<file path="src/rtl/l15_simple_transducer.sv">
// Core-to-L1.5 transducer: one outstanding load/store, IDLE->REQ->WAIT->RESP.
// Optional response timeout: define L15_TRANSDUCER_TIMEOUT_EN.
module l15_simple_transducer #(
  parameter int unsigned TIMEOUT_CYCLES = 1024
) (
  input  logic        clk,
  input  logic        rst_n,
  input  logic        core_req_val,
  output logic        core_req_rdy,
  input  logic        core_req_rw,
  input  logic [39:0] core_req_addr,
  input  logic [2:0]  core_req_size,
  input  logic        core_req_nc,
  input  logic [63:0] core_req_wdata,
  output logic        core_resp_val,
  input  logic        core_resp_rdy,
  output logic [63:0] core_resp_rdata,
  output logic [1:0]  core_resp_err,
  output logic        transducer_l15_val,
  output logic [4:0]  transducer_l15_rqtype,
  output logic        transducer_l15_nc,
  output logic [2:0]  transducer_l15_size,
  output logic [39:0] transducer_l15_address,
  output logic [63:0] transducer_l15_data,
  output logic [63:0] transducer_l15_data_next_entry,
  output logic        transducer_l15_threadid,
  output logic [3:0]  transducer_l15_amo_op,
  output logic        transducer_l15_prefetch,
  output logic        transducer_l15_invalidate_cacheline,
  output logic        transducer_l15_blockstore,
  output logic        transducer_l15_blockinitstore,
  output logic [1:0]  transducer_l15_l1rplway,
  output logic [32:0] transducer_l15_csm_data,
  output logic        transducer_l15_req_ack,
  input  logic        l15_transducer_ack,
  input  logic        l15_transducer_header_ack,
  input  logic        l15_transducer_val,
  input  logic [3:0]  l15_transducer_returntype,
  input  logic [1:0]  l15_transducer_error,
  input  logic [63:0] l15_transducer_data_0,
  input  logic [63:0] l15_transducer_data_1
);

  typedef enum logic [1:0] {
    S_IDLE, S_REQ, S_WAIT, S_RESP
  } state_e;

  state_e state_q, state_d;

  logic        rw_q, rw_d;
  logic [39:0] addr_q, addr_d;
  logic [2:0]  size_q, size_d;
  logic        nc_q, nc_d;
  logic [63:0] wdata_q, wdata_d;
  logic [63:0] rdata_q, rdata_d;
  logic [1:0]  err_q, err_d;

  logic       accept;
  logic       busy;
  logic [3:0] exp_rt;
  logic       rsp_hit;
  logic       take;
  logic       to_fire;

  assign accept  = core_req_val && (state_q == S_IDLE);
  assign busy    = (state_q == S_REQ) || (state_q == S_WAIT);
  assign exp_rt  = rw_q ? 4'b0100 : 4'b0000;
  assign rsp_hit = l15_transducer_val
                && (l15_transducer_returntype == exp_rt);
  // A hit in REQ only counts once the request itself is acked
  assign take = rsp_hit
             && ((state_q == S_WAIT)
             || ((state_q == S_REQ) && l15_transducer_ack));

`ifdef L15_TRANSDUCER_TIMEOUT_EN
  localparam int unsigned CW = $clog2(TIMEOUT_CYCLES + 1);

  logic [CW-1:0] cnt_q, cnt_d;

  // Cycles spent in REQ/WAIT, cleared on acceptance, saturating
  always_comb begin
    cnt_d = cnt_q;
    if (accept)
      cnt_d = '0;
    else if (busy && (cnt_q != CW'(TIMEOUT_CYCLES)))
      cnt_d = cnt_q + CW'(1);
  end

  // Timeout counter register
  always_ff @(posedge clk or negedge rst_n) begin
    if (!rst_n) cnt_q <= '0;
    else        cnt_q <= cnt_d;
  end

  assign to_fire = busy
                && (cnt_q == CW'(TIMEOUT_CYCLES - 1));
`else
  logic [31:0] unused_to;
  assign unused_to = 32'(TIMEOUT_CYCLES);
  assign to_fire   = 1'b0;
`endif

  logic unused_hdr;
  assign unused_hdr = l15_transducer_header_ack;

  // State register
  always_ff @(posedge clk or negedge rst_n) begin
    if (!rst_n) state_q <= S_IDLE;
    else        state_q <= state_d;
  end

  // Next-state logic
  always_comb begin
    state_d = state_q;
    unique case (state_q)
      S_IDLE: if (core_req_val) state_d = S_REQ;
      S_REQ: begin
        if (take || to_fire)         state_d = S_RESP;
        else if (l15_transducer_ack) state_d = S_WAIT;
      end
      S_WAIT: if (take || to_fire) state_d = S_RESP;
      S_RESP: if (core_resp_rdy)   state_d = S_IDLE;
      default: state_d = S_IDLE;
    endcase
  end

  // Request capture and response capture
  always_comb begin
    rw_d    = rw_q;
    addr_d  = addr_q;
    size_d  = size_q;
    nc_d    = nc_q;
    wdata_d = wdata_q;
    rdata_d = rdata_q;
    err_d   = err_q;
    if (accept) begin
      rw_d    = core_req_rw;
      addr_d  = core_req_addr;
      size_d  = core_req_size;
      nc_d    = core_req_nc;
      wdata_d = core_req_wdata;
    end
    if (take) begin
      if (rw_q)           rdata_d = '0;
      else if (addr_q[3]) rdata_d = l15_transducer_data_1;
      else                rdata_d = l15_transducer_data_0;
      err_d = {1'b0, l15_transducer_error};
    end else if (to_fire) begin
      rdata_d = '0;
      err_d   = 2'b10;
    end
  end

  // Datapath registers
  always_ff @(posedge clk or negedge rst_n) begin
    if (!rst_n) begin
      rw_q    <= 1'b0;
      addr_q  <= '0;
      size_q  <= '0;
      nc_q    <= 1'b0;
      wdata_q <= '0;
      rdata_q <= '0;
      err_q   <= '0;
    end else begin
      rw_q    <= rw_d;
      addr_q  <= addr_d;
      size_q  <= size_d;
      nc_q    <= nc_d;
      wdata_q <= wdata_d;
      rdata_q <= rdata_d;
      err_q   <= err_d;
    end
  end

  // Outputs decoded from state and held registers
  always_comb begin
    core_req_rdy           = (state_q == S_IDLE);
    transducer_l15_val     = (state_q == S_REQ);
    core_resp_val          = (state_q == S_RESP);
    core_resp_rdata        = rdata_q;
    core_resp_err          = err_q;
    transducer_l15_rqtype  = {4'b0000, rw_q};
    transducer_l15_nc      = nc_q;
    transducer_l15_size    = size_q;
    transducer_l15_address = addr_q;
    transducer_l15_data    = wdata_q;
    transducer_l15_req_ack = l15_transducer_val;
  end

  assign transducer_l15_data_next_entry      = '0;
  assign transducer_l15_threadid             = 1'b0;
  assign transducer_l15_amo_op               = '0;
  assign transducer_l15_prefetch             = 1'b0;
  assign transducer_l15_invalidate_cacheline = 1'b0;
  assign transducer_l15_blockstore           = 1'b0;
  assign transducer_l15_blockinitstore       = 1'b0;
  assign transducer_l15_l1rplway             = '0;
  assign transducer_l15_csm_data             = '0;

endmodule

</file>
<file path="config.mk">
export PLATFORM = sky130hd
export DESIGN_NAME = l15_simple_transducer
export DESIGN_NICKNAME = d
export VERILOG_FILES = /design/src/rtl/l15_simple_transducer.sv
export SDC_FILE = /design/constraint.sdc
export NUM_CORES = 1
export LEC_CHECK = 0
export CAP_MARGIN = 20
export CORE_AREA = 3 3 208 210
export DETAILED_ROUTE_END_ITERATION = 10
export DIE_AREA = 0 0 211 213
export GPL_TIMING_DRIVEN = 0
export MAX_ROUTING_LAYER = met4
export PLACE_DENSITY = 0.52
export SLEW_MARGIN = 20
export SYNTH_ARGS = -nofsm -noshare
export SYNTH_HDL_FRONTEND = slang
export SYNTH_SLANG_ARGS = --single-unit
</file>
<file path="constraint.sdc">
create_clock -name clk -period 2.6 [get_ports clk]
set_input_delay 0.65 -clock clk [delete_from_list [all_inputs] [get_ports clk]]
set_output_delay 0.65 -clock clk [all_outputs]
set_load 0.05 [all_outputs]
</file>
==> results of run 1 <==
[flip-flops by register name, summed over array words and instances (netlist names)]
register and count:
transducer_l15_address 40, transducer_l15_data 64, core_resp_rdata 64, transducer_l15_size 3, rw_q 1, core_resp_err 2
transducer_l15_nc 1, state_q 2
[cell families (layout without fill, tap and decap cells)]
| group | after synthesis | count (layout) | share of synthesized area (%) |
|---|---|---|---|
| XOR/XNOR | 1 | 1 | 0.103 |
| multiplexers | 239 | 239 | 30.8 |
| flip-flops | 177 | 177 | 52.2 |
| AO/OA/AOI/OAI | 8 | 8 | 0.634 |
| buffers and inverters | 150 | 611 | 12.2 |
| AND/OR/NAND/NOR | 70 | 70 | 3.36 |
| adder cells (fa/ha/maj) | 5 | 5 | 0.737 |
| other | 1 | 112 | 0.0442 |
[cell type report]
type                    count  area (um2)
inverters                   4        15.0
repair buffers            430        4340
plain buffers             145        1020
clock buffers              20         447
well taps                 539         674
fillers                  4185       27200
clock inverters            12         144
flip-flops and latches    177        4430
multi-input cells         435        3450
[through the flow]
stage / power, mW / TNS [ns] / worst slack, ns / utilization (%)
2_1_floorplan: 11.2 / 0 / 0.407 / -
3_3_place_gp: 14.8 / -1307.17 / -7.22 / 33.2
3_5_place_dp: 14.9 / -32.91 / -0.482 / 33.3
4_1_cts: 17.7 / 0 / 0.0172 / 34.8
5_1_grt: 18.3 / 0 / 0.00994 / 34.8
6_report: 17.4 / 0 / 0.0660 / 34.8
[metal layers]
metal  vias to the layer above  GRT usage, %  wire [um]
met5                         -             -          0
met4                         0          5.40        669
met3                        22          6.55       3530
met2                       334          21.6      14300
met1                      3109          14.6      11500
li1                       3105             -          -
[repair_timing]
action	CTS	global route
endpoints found under the setup margin	5	60
resized for setup	7	1
hold buffers	1	0
endpoints found under the hold margin	21	0
pin swaps	0	0
setup buffers	0	0
[final timing paths]
path	depth (start not counted)	end	from	slack, ns
max in group asynchronous	3	core_resp_rdata[28]$_DFFE_PN0N_	rst_n	1.26
setup / recovery	3	transducer_l15_req_ack	l15_transducer_val	0.07
hold / removal	1	core_resp_rdata[38]$_DFFE_PN0N_	core_resp_rdata[38]$_DFFE_PN0N_	0.48
hold reg to reg	1	core_resp_rdata[38]$_DFFE_PN0N_	core_resp_rdata[38]$_DFFE_PN0N_	0.48
setup reg to reg	5	core_resp_rdata[52]$_DFFE_PN0N_	transducer_l15_address[3]$_DFFE_PN0P_	0.38
min in group asynchronous	2	transducer_l15_data[24]$_DFFE_PN0P_	rst_n	0.63
[Yosys cell counts]
cell | count | area, um2
nand2_1 | 1 | 3.75
buf_2 | 8 | 40.0
a221oi_1 | 1 | 8.76
nor2_1 | 64 | 240
dfrtp_1 | 177 | 4430
buf_6 | 4 | 45.0
nor3b_1 | 1 | 7.51
inv_1 | 4 | 15.0
buf_4 | 115 | 863
mux2_1 | 45 | 507
ha_1 | 5 | 62.6
clkbuf_1 | 17 | 63.8
o211ai_1 | 1 | 7.51
nor3_1 | 2 | 10.0
a21oi_1 | 2 | 10.0
o21ai_0 | 2 | 10.0
mux2i_1 | 64 | 641
buf_1 | 2 | 7.51
or4b_4 | 1 | 13.8
mux2_2 | 130 | 1460
a31o_2 | 1 | 8.76
conb_1 | 1 | 3.75
nor3_2 | 1 | 10.0
xor2_1 | 1 | 8.76
a32oi_1 | 1 | 8.76
[power breakdown]
| part | internal, mW | switching (mW) |
|---|---|---|
| Clock | 1.46 | 1.23 |
| Sequential | 3.86 | 0.570 |
| Combinational | 3.75 | 6.51 |
| Total | 9.07 | 8.31 |
==> impl_results.html, run 1 <==
<table>
<tr><th>Metric</th><th>Value</th></tr>
<tr><th colspan="2">Final layout</th></tr>
<tr><td>Area overhead of the layout relative to synthesis</td><td>71.0%</td></tr>
<tr><td>Post-route insts no fill</td><td>1762</td></tr>
<tr><td>Fraction of final layout cells sized beyond drive strength 1</td><td>24.1%</td></tr>
<tr><td># nets final</td><td>1465</td></tr>
<tr><td>Most common cell after layout, fill and taps aside</td><td>clkdlybuf4s50_1</td></tr>
<tr><td>Number of antenna diodes</td><td>0</td></tr>
<tr><td>Commonest cells after routing, fill and taps aside</td><td>clkdlybuf4s50_1 (421), dfrtp_1 (177), mux2_2 (130)</td></tr>
<tr><td>Final design area excluding fillers</td><td>14500 um2</td></tr>
<tr><th colspan="2">Die</th></tr>
<tr><td>I/O pins</td><td>541</td></tr>
<tr><td>Floorplan die width</td><td>211 um</td></tr>
<tr><td>Height of the die</td><td>213 um</td></tr>
<tr><td># rows</td><td>75</td></tr>
<tr><td>Initial Utilization</td><td>20.3%</td></tr>
<tr><td>Core Area</td><td>41800 um2</td></tr>
<tr><td>Die outline area</td><td>44900 um2</td></tr>
<tr><th colspan="2">Pwr</th></tr>
<tr><td>Pleak</td><td>6.66 nW</td></tr>
<tr><td>Maximum ir drop on the vdd rail</td><td>0.000720 V</td></tr>
<tr><td>Power density over the cells</td><td>1200 nW/um2</td></tr>
<tr><th colspan="2">Timing</th></tr>
<tr><td>Hold Worst Slack</td><td>0.482 ns</td></tr>
<tr><td>Final Max Tran Viols</td><td>0</td></tr>
<tr><td>Top achievable clock speed</td><td>395 MHz</td></tr>
<tr><td>Portion of the clock cycle consumed by the worst path in the final layout</td><td>97.5%</td></tr>
<tr><td>Final number of hold-violating endpoints</td><td>0</td></tr>
<tr><td>Time the worst path needs with I/O delays and setup</td><td>2.53 ns</td></tr>
<tr><td>Number of setup violations in the final report</td><td>0</td></tr>
<tr><td>Worst Tran Pin Value</td><td>0.799 ns</td></tr>
<tr><td>Slew margin rel.</td><td>46.7%</td></tr>
<tr><td>Fin Clk Skew</td><td>0.00905 ns</td></tr>
<tr><td>Setup repair after global routing missed its margin</td><td>no</td></tr>
<tr><th colspan="2">CTS</th></tr>
<tr><td>Root buf cell</td><td>clkbuf_16</td></tr>
<tr><td>Number of buffers on the longest clock path</td><td>2</td></tr>
<tr><td>Clk_lat worst skew</td><td>0.45 ns</td></tr>
<tr><td>CTS H-Tree Depth</td><td>4</td></tr>
<tr><td>Clock Pin Slew Worst Setup and Hold Paths</td><td>0.06 ns</td></tr>
<tr><td>Number of buffers created by CTS</td><td>17</td></tr>
<tr><td>TritonCTS clock tree</td><td>yes</td></tr>
<tr><td>Clock Sink Count</td><td>177</td></tr>
<tr><th colspan="2">GRT</th></tr>
<tr><td>First-pass GRT wire length</td><td>43500 um</td></tr>
<tr><td>Tot GR Track Use</td><td>13.5%</td></tr>
<tr><td>Number of global-route vias before repair</td><td>6990</td></tr>
<tr><td>GR Overflow Total</td><td>0</td></tr>
<tr><td>Initial antenna violation count</td><td>0</td></tr>
<tr><td>Maximum number of pins on one net before global-route repair</td><td>81</td></tr>
<tr><th colspan="2">Yosys</th></tr>
<tr><td>Gate count of the mapped netlist</td><td>651</td></tr>
<tr><td>Synth cell types</td><td>25</td></tr>
<tr><td>Flip-flop and latch count after synthesis</td><td>177</td></tr>
<tr><td>Warning count from the yosys run</td><td>0</td></tr>
<tr><td>Synth Cell Area</td><td>8490 um2</td></tr>
<tr><td>Part of the Yosys area used for sequential elements</td><td>52.2%</td></tr>
<tr><td>Mapped Avg Cell Area</td><td>13.0 um2</td></tr>
<tr><th colspan="2">Setup path</th></tr>
<tr><td>Slowest library cell on the worst path</td><td>dlygate4sd2_1</td></tr>
<tr><td>CP required</td><td>1.95 ns</td></tr>
<tr><td>Critical path peak fanout</td><td>2</td></tr>
<tr><td>Count of buffering cells on the critical path with inverters included</td><td>3</td></tr>
<tr><td>Ordered list of cells on the worst path</td><td>clkdlybuf4s50_1 -&gt; buf_4 -&gt; dlygate4sd2_1</td></tr>
<tr><td>Top cell family by delay on the critical path</td><td>buffers and inverters</td></tr>
<tr><td>Crit path DAT</td><td>1.88 ns</td></tr>
<tr><td>Critical Path Max Stage Delay</td><td>0.60 ns</td></tr>
<tr><td>Setup crit start kind</td><td>input pin</td></tr>
<tr><td>CP Class</td><td>in -&gt; out</td></tr>
<tr><td>Element type at the critical path end</td><td>output pin</td></tr>
<tr><th colspan="2">Routing</th></tr>
<tr><td>Post-detailed-route wirelength per cell</td><td>17.1 um</td></tr>
<tr><td>Post-detailed-route DRC marker count</td><td>0</td></tr>
<tr><td>Detailed-route via count</td><td>6570</td></tr>
<tr><td>Routed Wire Length</td><td>30100 um</td></tr>
<tr><td>Via/cell ratio</td><td>3.73</td></tr>
<tr><td>DR iter-0 viols</td><td>187</td></tr>
<tr><td>Post-DRT Antenna Nets</td><td>0</td></tr>
<tr><td>Pre-antenna DRT Iters</td><td>4</td></tr>
<tr><th colspan="2">Placement</th></tr>
<tr><td>Final HPWL DP</td><td>24200 um</td></tr>
<tr><td>Placed cell count</td><td>1730</td></tr>
<tr><td>Dpl cell area</td><td>13900 um2</td></tr>
<tr><td>I/O Buffers</td><td>427</td></tr>
<tr><td>Gp weighted congestion</td><td>0.722</td></tr>
<tr><th colspan="2">Run status</th></tr>
<tr><td>Status</td><td>finished, final reports clean</td></tr>
<tr><th colspan="2">Min path</th></tr>
<tr><td>Class of the tightest hold or removal check</td><td>reg -&gt; reg</td></tr>
<tr><th colspan="2">Job</th></tr>
<tr><td>Maximum capacitance violations</td><td>0</td></tr>
</table>
No activity file was read; power rests on OpenSTA's default activity.
==> run 2, diff against run 1 <==
--- a/config.mk
+++ b/config.mk
@@ -6,12 +6,15 @@
 export NUM_CORES = 1
 export LEC_CHECK = 0
 export CAP_MARGIN = 20
-export CORE_AREA = 3 3 208 210
+export CELL_PAD_IN_SITES_DETAIL_PLACEMENT = 0
+export CELL_PAD_IN_SITES_GLOBAL_PLACEMENT = 1
+export CORE_AREA = 3 3 210 212
 export DETAILED_ROUTE_END_ITERATION = 10
-export DIE_AREA = 0 0 211 213
+export DIE_AREA = 0 0 213 215
+export GPL_ROUTABILITY_DRIVEN = 0
 export GPL_TIMING_DRIVEN = 0
 export MAX_ROUTING_LAYER = met4
-export PLACE_DENSITY = 0.52
+export PLACE_DENSITY = 0.64
 export SLEW_MARGIN = 20
 export SYNTH_ARGS = -nofsm -noshare
 export SYNTH_HDL_FRONTEND = slang
==> run 2 against run 1 <==
Net effect:
- global-route usage grew 0.14 points
- non-clock buffer count shrank 1
- fmax shrank 0.15%
- largest cell class unchanged
==> impl_results.html, run 2 (synthesis gave the netlist of run 1 again) <==
<table>
<tr><th>Metric</th><th>Value</th></tr>
<tr><th colspan="2">Timing</th></tr>
<tr><td>Top achievable clock speed</td><td>394 MHz (-0.15%)</td></tr>
<tr><td>Portion of the clock cycle consumed by the worst path in the final layout</td><td>97.6% (+0.15 points)</td></tr>
<tr><td>Setup repair after global routing missed its margin</td><td>no</td></tr>
<tr><td>Time the worst path needs with I/O delays and setup</td><td>2.54 ns (+0.00384 ns)</td></tr>
<tr><td>Slew margin rel.</td><td>47.1% (+0.32 points)</td></tr>
<tr><td>Number of setup violations in the final report</td><td>0 (unchanged)</td></tr>
<tr><td>Fin Clk Skew</td><td>0.0133 ns (+0.00423 ns)</td></tr>
<tr><td>Worst Tran Pin Value</td><td>0.794 ns (-0.00482 ns)</td></tr>
<tr><td>Final number of hold-violating endpoints</td><td>0 (unchanged)</td></tr>
<tr><td>Final Max Tran Viols</td><td>0 (unchanged)</td></tr>
<tr><td>Final worst slack</td><td>0.0622 ns (-0.00384 ns)</td></tr>
<tr><th colspan="2">CTS</th></tr>
<tr><td>Clk_lat worst skew</td><td>0.46 ns (about the same)</td></tr>
<tr><td>CTS H-Tree Depth</td><td>4 (unchanged)</td></tr>
<tr><td>Root buf cell</td><td>clkbuf_16</td></tr>
<tr><td>Hold-fix buffers at CTS</td><td>0 (-1)</td></tr>
<tr><td>Number of buffers on the longest clock path</td><td>2 (unchanged)</td></tr>
<tr><td>TritonCTS clock tree</td><td>yes</td></tr>
<tr><td>Clock Pin Slew Worst Setup and Hold Paths</td><td>0.08 ns (+0.02 ns)</td></tr>
<tr><td>Clock Sink Count</td><td>177 (unchanged)</td></tr>
<tr><td>Number of buffers created by CTS</td><td>17 (unchanged)</td></tr>
<tr><th colspan="2">Setup path</th></tr>
<tr><td>Element type at the critical path end</td><td>flip-flop</td></tr>
<tr><td>CP required</td><td>2.94 ns (+0.99 ns)</td></tr>
<tr><td>Crit path DAT</td><td>2.88 ns (+1.00 ns)</td></tr>
<tr><td>Setup crit start kind</td><td>input pin</td></tr>
<tr><td>CP Class</td><td>in -&gt; reg</td></tr>
<tr><td>Critical path peak fanout</td><td>10 (+8)</td></tr>
<tr><th colspan="2">Routing</th></tr>
<tr><td>Post-detailed-route wirelength per cell</td><td>17.7 um (+3.5%)</td></tr>
<tr><td>Detailed-route via count</td><td>6567 (-0.046%)</td></tr>
<tr><td>Routed Wire Length</td><td>31200 um (+3.7%)</td></tr>
<tr><td>Via/cell ratio</td><td>3.72 (-0.22%)</td></tr>
<tr><td>DR iter-0 viols</td><td>125 (-33%)</td></tr>
<tr><td>Pre-antenna DRT Iters</td><td>4 (unchanged)</td></tr>
<tr><td>Post-DRT Antenna Nets</td><td>0 (unchanged)</td></tr>
<tr><td>Post-detailed-route DRC marker count</td><td>0 (unchanged)</td></tr>
<tr><th colspan="2">Pwr</th></tr>
<tr><td>Switching component of the power</td><td>8.46 mW (+1.9%)</td></tr>
<tr><td>Combinational power share</td><td>59.1% (about the same)</td></tr>
<tr><td>Pleak</td><td>6.66 nW (about the same)</td></tr>
<tr><td>Maximum ir drop on the vdd rail</td><td>0.000794 V (+10%)</td></tr>
<tr><td>Power Total</td><td>17.4 mW (about the same)</td></tr>
<tr><td>Switching part of the total</td><td>48.7% (+0.94 points)</td></tr>
<tr><td>Power density over the cells</td><td>1200 nW/um2 (about the same)</td></tr>
<tr><td>Register share of total power</td><td>26.0% (+0.5 points)</td></tr>
<tr><td>Pint</td><td>8.90 mW (-1.9%)</td></tr>
<tr><td>Clock network power share</td><td>14.9% (-0.6 points)</td></tr>
<tr><th colspan="2">GRT</th></tr>
<tr><td>Initial antenna violation count</td><td>3 (+3)</td></tr>
<tr><td>Number of global-route vias before repair</td><td>7112 (+1.7%)</td></tr>
<tr><td>GR Overflow Total</td><td>0 (unchanged)</td></tr>
<tr><td>Tot GR Track Use</td><td>13.7% (+0.14 points)</td></tr>
<tr><td>First-pass GRT wire length</td><td>44700 um (+2.7%)</td></tr>
<tr><td>Maximum number of pins on one net before global-route repair</td><td>80 (-1.2%)</td></tr>
<tr><th colspan="2">Placement</th></tr>
<tr><td>Final HPWL DP</td><td>25400 um (+4.9%)</td></tr>
<tr><td>Setup slack at placement</td><td>-0.576 ns (-0.0931 ns)</td></tr>
<tr><td>Dpl cell area</td><td>13900 um2 (about the same)</td></tr>
<tr><td>Placed cell count</td><td>1730 (unchanged)</td></tr>
<tr><td>I/O Buffers</td><td>427 (unchanged)</td></tr>
<tr><th colspan="2">Die</th></tr>
<tr><td>Floorplan die width</td><td>213 um (+0.95%)</td></tr>
<tr><td>Core Area</td><td>42100 um2 (+0.90%)</td></tr>
<tr><td>I/O pins</td><td>541 (unchanged)</td></tr>
<tr><td># rows</td><td>75 (unchanged)</td></tr>
<tr><td>Die outline area</td><td>45800 um2 (+1.9%)</td></tr>
<tr><td>Height of the die</td><td>215 um (+0.94%)</td></tr>
<tr><td>Initial Utilization</td><td>20.1% (-0.18 points)</td></tr>
<tr><th colspan="2">Final layout</th></tr>
<tr><td>Commonest cells after routing, fill and taps aside</td><td>clkdlybuf4s50_1 (421), dfrtp_1 (177), mux2_2 (130)</td></tr>
<tr><td>Area overhead of the layout relative to synthesis</td><td>70.9% (about the same)</td></tr>
<tr><td>Most common cell after layout, fill and taps aside</td><td>clkdlybuf4s50_1</td></tr>
<tr><td>Fill cell total of the finished layout</td><td>4266 (+1.9%)</td></tr>
<tr><td># nets final</td><td>1464 (-0.068%)</td></tr>
<tr><td>Fraction of final layout cells sized beyond drive strength 1</td><td>24.3% (+0.18 points)</td></tr>
<tr><td>Post-route insts no fill</td><td>1765 (+0.17%)</td></tr>
<tr><td>Final design area excluding fillers</td><td>14500 um2 (about the same)</td></tr>
<tr><th colspan="2">Job</th></tr>
<tr><td>Maximum capacitance violations</td><td>0 (unchanged)</td></tr>
<tr><th colspan="2">Run status</th></tr>
<tr><td>Status</td><td>finished, final reports clean</td></tr>
<tr><th colspan="2">Min path</th></tr>
<tr><td>Class of the tightest hold or removal check</td><td>in -&gt; async</td></tr>
</table>
[run 2: final cells by class]
class | instances | area, um2 | share of cell area [%]
antenna | 4 | 10.0 | 0.0690
buffer | 145 | 1020 | 7.04
clock buffer | 18 | 439 | 3.03
clock inverter | 14 | 140 | 0.966
inverter | 4 | 15.0 | 0.104
multi-input combinational | 435 | 3450 | 23.8
sequential | 177 | 4430 | 30.5
tap | 539 | 674 | 4.65
timing repair buffer | 429 | 4330 | 29.8
[run 2: power groups by stage]
stage	clock network (mW)	registers, mW	logic (mW)
after floorplan	0	8.23	2.96
after global placement	0	4.54	10.4
after detailed placement	0	4.56	10.4
after CTS	2.72	4.54	10.4
after global routing	2.82	4.66	10.8
final	2.59	4.51	10.3
[run 2: final timing paths]
kind                                                  from  cells after the start  slack, ns                             endpoint
min in group clk           core_resp_rdata[32]$_DFFE_PN0N_                      1       0.48      core_resp_rdata[32]$_DFFE_PN0N_
hold reg to reg            core_resp_rdata[32]$_DFFE_PN0N_                      1       0.48      core_resp_rdata[32]$_DFFE_PN0N_
setup / recovery                        l15_transducer_val                      6       0.06      core_resp_rdata[58]$_DFFE_PN0N_
hold / removal                                       rst_n                      1       0.05  transducer_l15_data[19]$_DFFE_PN0P_
max in group asynchronous                            rst_n                      2       1.79      core_resp_rdata[16]$_DFFE_PN0N_
setup reg to reg                    state_q[0]$_DFFE_PN0P_                      5       0.30   transducer_l15_data[1]$_DFFE_PN0P_
[run 2: layer usage]
layer,up-vias,routed length [um],GRT usage (%)
met5,-,0,-
met4,0,703,4.99
met3,29,3610,6.29
met2,337,15500,23.2
met1,3093,11300,13.8
li1,3108,-,-
[run 2: per-stage QoR]
stage | TNS [ns] | hold slack, ns | util [%]
finish | 0 | 0.0534 | 34.4
global route | 0 | 0.0487 | 34.4
CTS | 0 | 0.0281 | 34.4
detailed placement | -42.59 | 0.474 | 33.0
global placement | -1347.24 | 0.466 | 32.9
floorplan | 0 | 0.354 | -
[run 2: repair_timing]
action,in CTS,in global routing
resized for setup,8,2
endpoints found under the hold margin,0,0
buffers inserted,0,0
setup endpoints to repair,55,41
pin swaps,0,0
[run 2: critical path: stages]
cell             delay [ns]
clkdlybuf4s50_1        0.56
or4b_4                 0.55
nor3_4                 0.34
buf_6                  0.23
buf_6                  0.19
mux2_1                 0.33
==> run 3, diff against run 2 <==
--- a/config.mk
+++ b/config.mk
@@ -8,9 +8,9 @@
 export CAP_MARGIN = 20
 export CELL_PAD_IN_SITES_DETAIL_PLACEMENT = 0
 export CELL_PAD_IN_SITES_GLOBAL_PLACEMENT = 1
-export CORE_AREA = 3 3 210 212
+export CORE_AREA = 2 2 209 211
 export DETAILED_ROUTE_END_ITERATION = 10
-export DIE_AREA = 0 0 213 215
+export DIE_AREA = 0 0 211 213
 export GPL_ROUTABILITY_DRIVEN = 0
 export GPL_TIMING_DRIVEN = 0
 export MAX_ROUTING_LAYER = met4
==> run 3 against run 2 <==
Net effect:
- count of clock-buffer cells in the layout unchanged
- highest routed layer unchanged
- critical path type unchanged
- hold slack improved by 0.43 ns
- non-clock buffer count increased by 1
- clock power increased by 14%
- register-to-register slack got worse by 0.11 ns
==> impl_results.html, run 3 (synthesis gave the netlist of run 1 again) <==
<table>
<tr><th>Metric</th><th>Value</th></tr>
<tr><th colspan="2">Run status</th></tr>
<tr><td>Status</td><td>finished, final reports clean</td></tr>
<tr><th colspan="2">Timing</th></tr>
<tr><td>Number of setup violations in the final report</td><td>0 (unchanged)</td></tr>
<tr><td>Slew margin rel.</td><td>48.9% (+1.9 points)</td></tr>
<tr><td>Worst Tran Pin Value</td><td>0.766 ns (-0.0282 ns)</td></tr>
<tr><td>Time the worst path needs with I/O delays and setup</td><td>2.49 ns (-0.0474 ns)</td></tr>
<tr><td>Final-layout setup total negative slack</td><td>0 ns (unchanged)</td></tr>
<tr><td>Portion of the clock cycle consumed by the worst path in the final layout</td><td>95.8% (-1.8 points)</td></tr>
<tr><td>Setup repair after global routing missed its margin</td><td>no</td></tr>
<tr><td>Fin Clk Skew</td><td>0.0101 ns (-0.00317 ns)</td></tr>
<tr><td>Final number of hold-violating endpoints</td><td>0 (unchanged)</td></tr>
<tr><td>Final Max Tran Viols</td><td>0 (unchanged)</td></tr>
<tr><td>Top achievable clock speed</td><td>402 MHz (+1.9%)</td></tr>
<tr><th colspan="2">Pwr</th></tr>
<tr><td>Power density over the cells</td><td>1210 nW/um2 (+0.70%)</td></tr>
<tr><td>Maximum ir drop on the vdd rail</td><td>0.000740 V (-6.8%)</td></tr>
<tr><td>Pleak</td><td>6.70 nW (+0.65%)</td></tr>
<tr><th colspan="2">Final layout</th></tr>
<tr><td>Commonest cells after routing, fill and taps aside</td><td>clkdlybuf4s50_1 (419), dfrtp_1 (177), mux2_2 (130)</td></tr>
<tr><td>Final design area excluding fillers</td><td>14600 um2 (+0.66%)</td></tr>
<tr><td>Fraction of final layout cells sized beyond drive strength 1</td><td>24.1% (-0.18 points)</td></tr>
<tr><td>Area overhead of the layout relative to synthesis</td><td>72.0%</td></tr>
<tr><td># nets final</td><td>1465 (+0.068%)</td></tr>
<tr><td>Most common cell after layout, fill and taps aside</td><td>clkdlybuf4s50_1</td></tr>
<tr><th colspan="2">GRT</th></tr>
<tr><td>First-pass GRT wire length</td><td>41800 um (-6.4%)</td></tr>
<tr><td>GR Overflow Total</td><td>0 (unchanged)</td></tr>
<tr><td>Maximum number of pins on one net before global-route repair</td><td>81 (+1.3%)</td></tr>
<tr><td>Initial antenna violation count</td><td>5 (+2)</td></tr>
<tr><td>Number of global-route vias before repair</td><td>6831 (-4.0%)</td></tr>
<tr><td>Tot GR Track Use</td><td>13.0% (-0.64 points)</td></tr>
<tr><th colspan="2">Setup path</th></tr>
<tr><td>Crit path DAT</td><td>2.82 ns (-0.06 ns)</td></tr>
<tr><td>Depth of the worst register-to-register path</td><td>5 (unchanged)</td></tr>
<tr><td>CP startpoint</td><td>l15_transducer_returntype[1]</td></tr>
<tr><td>End of the worst register-to-register path</td><td>core_resp_rdata[36]$_DFFE_PN0N_</td></tr>
<tr><td>CP required</td><td>2.93 ns (about the same)</td></tr>
<tr><td>Setup crit start kind</td><td>input pin</td></tr>
<tr><td>Critical path peak fanout</td><td>10 (unchanged)</td></tr>
<tr><td>Startpoint of the worst-slack reg-to-reg timing path</td><td>transducer_l15_address[3]$_DFFE_PN0P_</td></tr>
<tr><td>Element type at the critical path end</td><td>flip-flop</td></tr>
<tr><td>CP Class</td><td>in -&gt; reg</td></tr>
<tr><td>Critical path capture point</td><td>core_resp_rdata[52]$_DFFE_PN0N_</td></tr>
<tr><td>FF-to-FF setup slack</td><td>0.19 ns (-0.11 ns)</td></tr>
<tr><th colspan="2">CTS</th></tr>
<tr><td>Root buf cell</td><td>clkbuf_16</td></tr>
<tr><td>Clk_lat worst skew</td><td>0.45 ns (about the same)</td></tr>
<tr><td>CTS H-Tree Depth</td><td>4 (unchanged)</td></tr>
<tr><td>Number of buffers created by CTS</td><td>17 (unchanged)</td></tr>
<tr><td>TritonCTS clock tree</td><td>yes</td></tr>
<tr><td>Post-CTS Setup Bufs</td><td>0 (unchanged)</td></tr>
<tr><td>Clock Sink Count</td><td>177 (unchanged)</td></tr>
<tr><td>Clock Pin Slew Worst Setup and Hold Paths</td><td>0.07 ns (about the same)</td></tr>
<tr><td>Number of buffers on the longest clock path</td><td>2 (unchanged)</td></tr>
<tr><th colspan="2">Die</th></tr>
<tr><td>Height of the die</td><td>213 um (-0.93%)</td></tr>
<tr><td># rows</td><td>76 (+1.3%)</td></tr>
<tr><td>Initial Utilization</td><td>19.9% (-0.27 points)</td></tr>
<tr><td>Die outline area</td><td>44900 um2 (-1.9%)</td></tr>
<tr><td>Floorplan die width</td><td>211 um (-0.94%)</td></tr>
<tr><td>I/O pins</td><td>541 (unchanged)</td></tr>
<tr><td>Core Area</td><td>42700 um2 (+1.3%)</td></tr>
<tr><th colspan="2">Placement</th></tr>
<tr><td>I/O Buffers</td><td>427 (unchanged)</td></tr>
<tr><td>Final HPWL DP</td><td>23400 um (-7.9%)</td></tr>
<tr><td>Dpl cell area</td><td>13900 um2 (about the same)</td></tr>
<tr><th colspan="2">Job</th></tr>
<tr><td>Maximum capacitance violations</td><td>0 (unchanged)</td></tr>
<tr><th colspan="2">Routing</th></tr>
<tr><td>Via/cell ratio</td><td>3.69 (-0.73%)</td></tr>
<tr><td>Post-detailed-route DRC marker count</td><td>0 (unchanged)</td></tr>
<tr><td>Pre-antenna DRT Iters</td><td>4 (unchanged)</td></tr>
<tr><td>Post-detailed-route wirelength per cell</td><td>16.5 um (-6.8%)</td></tr>
<tr><td>Routed Wire Length</td><td>29200 um (-6.3%)</td></tr>
<tr><td>Detailed-route via count</td><td>6552 (-0.23%)</td></tr>
<tr><td>Post-DRT Antenna Nets</td><td>0 (unchanged)</td></tr>
<tr><td>DR iter-0 viols</td><td>167 (+34%)</td></tr>
<tr><th colspan="2">Min path</th></tr>
<tr><td>Class of the tightest hold or removal check</td><td>reg -&gt; reg</td></tr>
</table>
[run 3: cell count changes in the layout (fill, tap and decap cells not counted), sizes merged, moves of 2 or more]
cell	before	now
inv	13	11
clkdlybuf4s50	421	419
bufinv	0	4
dlygate4sd2	3	6
[run 3: report_power, final]
group          internal (mW)  total, mW  leakage (nW)  switching [mW]
clock network           1.67       2.94         0.323            1.27
registers               3.86       4.47          2.20           0.607
logic                   3.74       10.2          4.18            6.46
[run 3: how the worst min path moves through the flow]
stage,from,end,slack (ns),cells past startpoint
global route,core_resp_rdata[36]$_DFFE_PN0N_,core_resp_rdata[36]$_DFFE_PN0N_,0.51,1
finish,core_resp_rdata[44]$_DFFE_PN0N_,core_resp_rdata[44]$_DFFE_PN0N_,0.48,1
CTS,core_resp_rdata[1]$_DFFE_PN0N_,core_resp_rdata[1]$_DFFE_PN0N_,0.49,1
global placement,core_resp_rdata[45]$_DFFE_PN0N_,core_resp_rdata[45]$_DFFE_PN0N_,0.47,1
floorplan,rst_n,core_resp_err[0]$_DFFE_PN0N_,0.35,0
detailed placement,core_resp_rdata[50]$_DFFE_PN0N_,core_resp_rdata[50]$_DFFE_PN0N_,0.47,1
[run 3: layer usage]
metal  share of wire [%]  vias up  wire length (um)  track usage, %
li1                    -     3107                 -               -
met1                  38     3103             11100            13.5
met2                  49      323             14400            22.0
met3                  11       19              3260            6.12
met4                 1.4        0               410            4.13
met5                   0        -                 0               -
[run 3: critical path, stage by stage]
cell and delay (ns):
clkdlybuf4s50_1 0.45, or4b_4 0.60, nor3_4 0.35, buf_6 0.24
buf_6 0.18, mux2_1 0.33
[run 3: what timing repair did]
action                                 4_1_cts  5_1_grt
setup endpoints to repair                   66       11
resized for setup                            9        1
hold buffers                                 1        0
endpoints found under the hold margin        4        0
[run 3: cell type report]
type / instances / area [um2]
Fill cell: 4389 / 28100
Clock inverter: 14 / 216
Inverter: 4 / 15.0
Timing Repair Buffer: 430 / 4340
Sequential cell: 177 / 4430
Buffer: 145 / 1020
Antenna cell: 5 / 12.5
Tap cell: 546 / 683
Clock buffer: 18 / 439
Multi-Input combinational cell: 435 / 3450
[run 3: per-stage QoR]
stage	util, %	total power [mW]	instances	hold slack, ns	setup WS (ns)
global placement	32.5	14.8	1735	0.467	-7.31
detailed placement	32.6	14.9	1737	0.474	-0.696
floorplan	-	11.2	762	0.354	0.407
finish	34.2	17.6	1774	0.484	0.110
global route	34.2	18.5	1774	0.511	0.00300
CTS	34.2	17.9	1770	0.490	0.0325
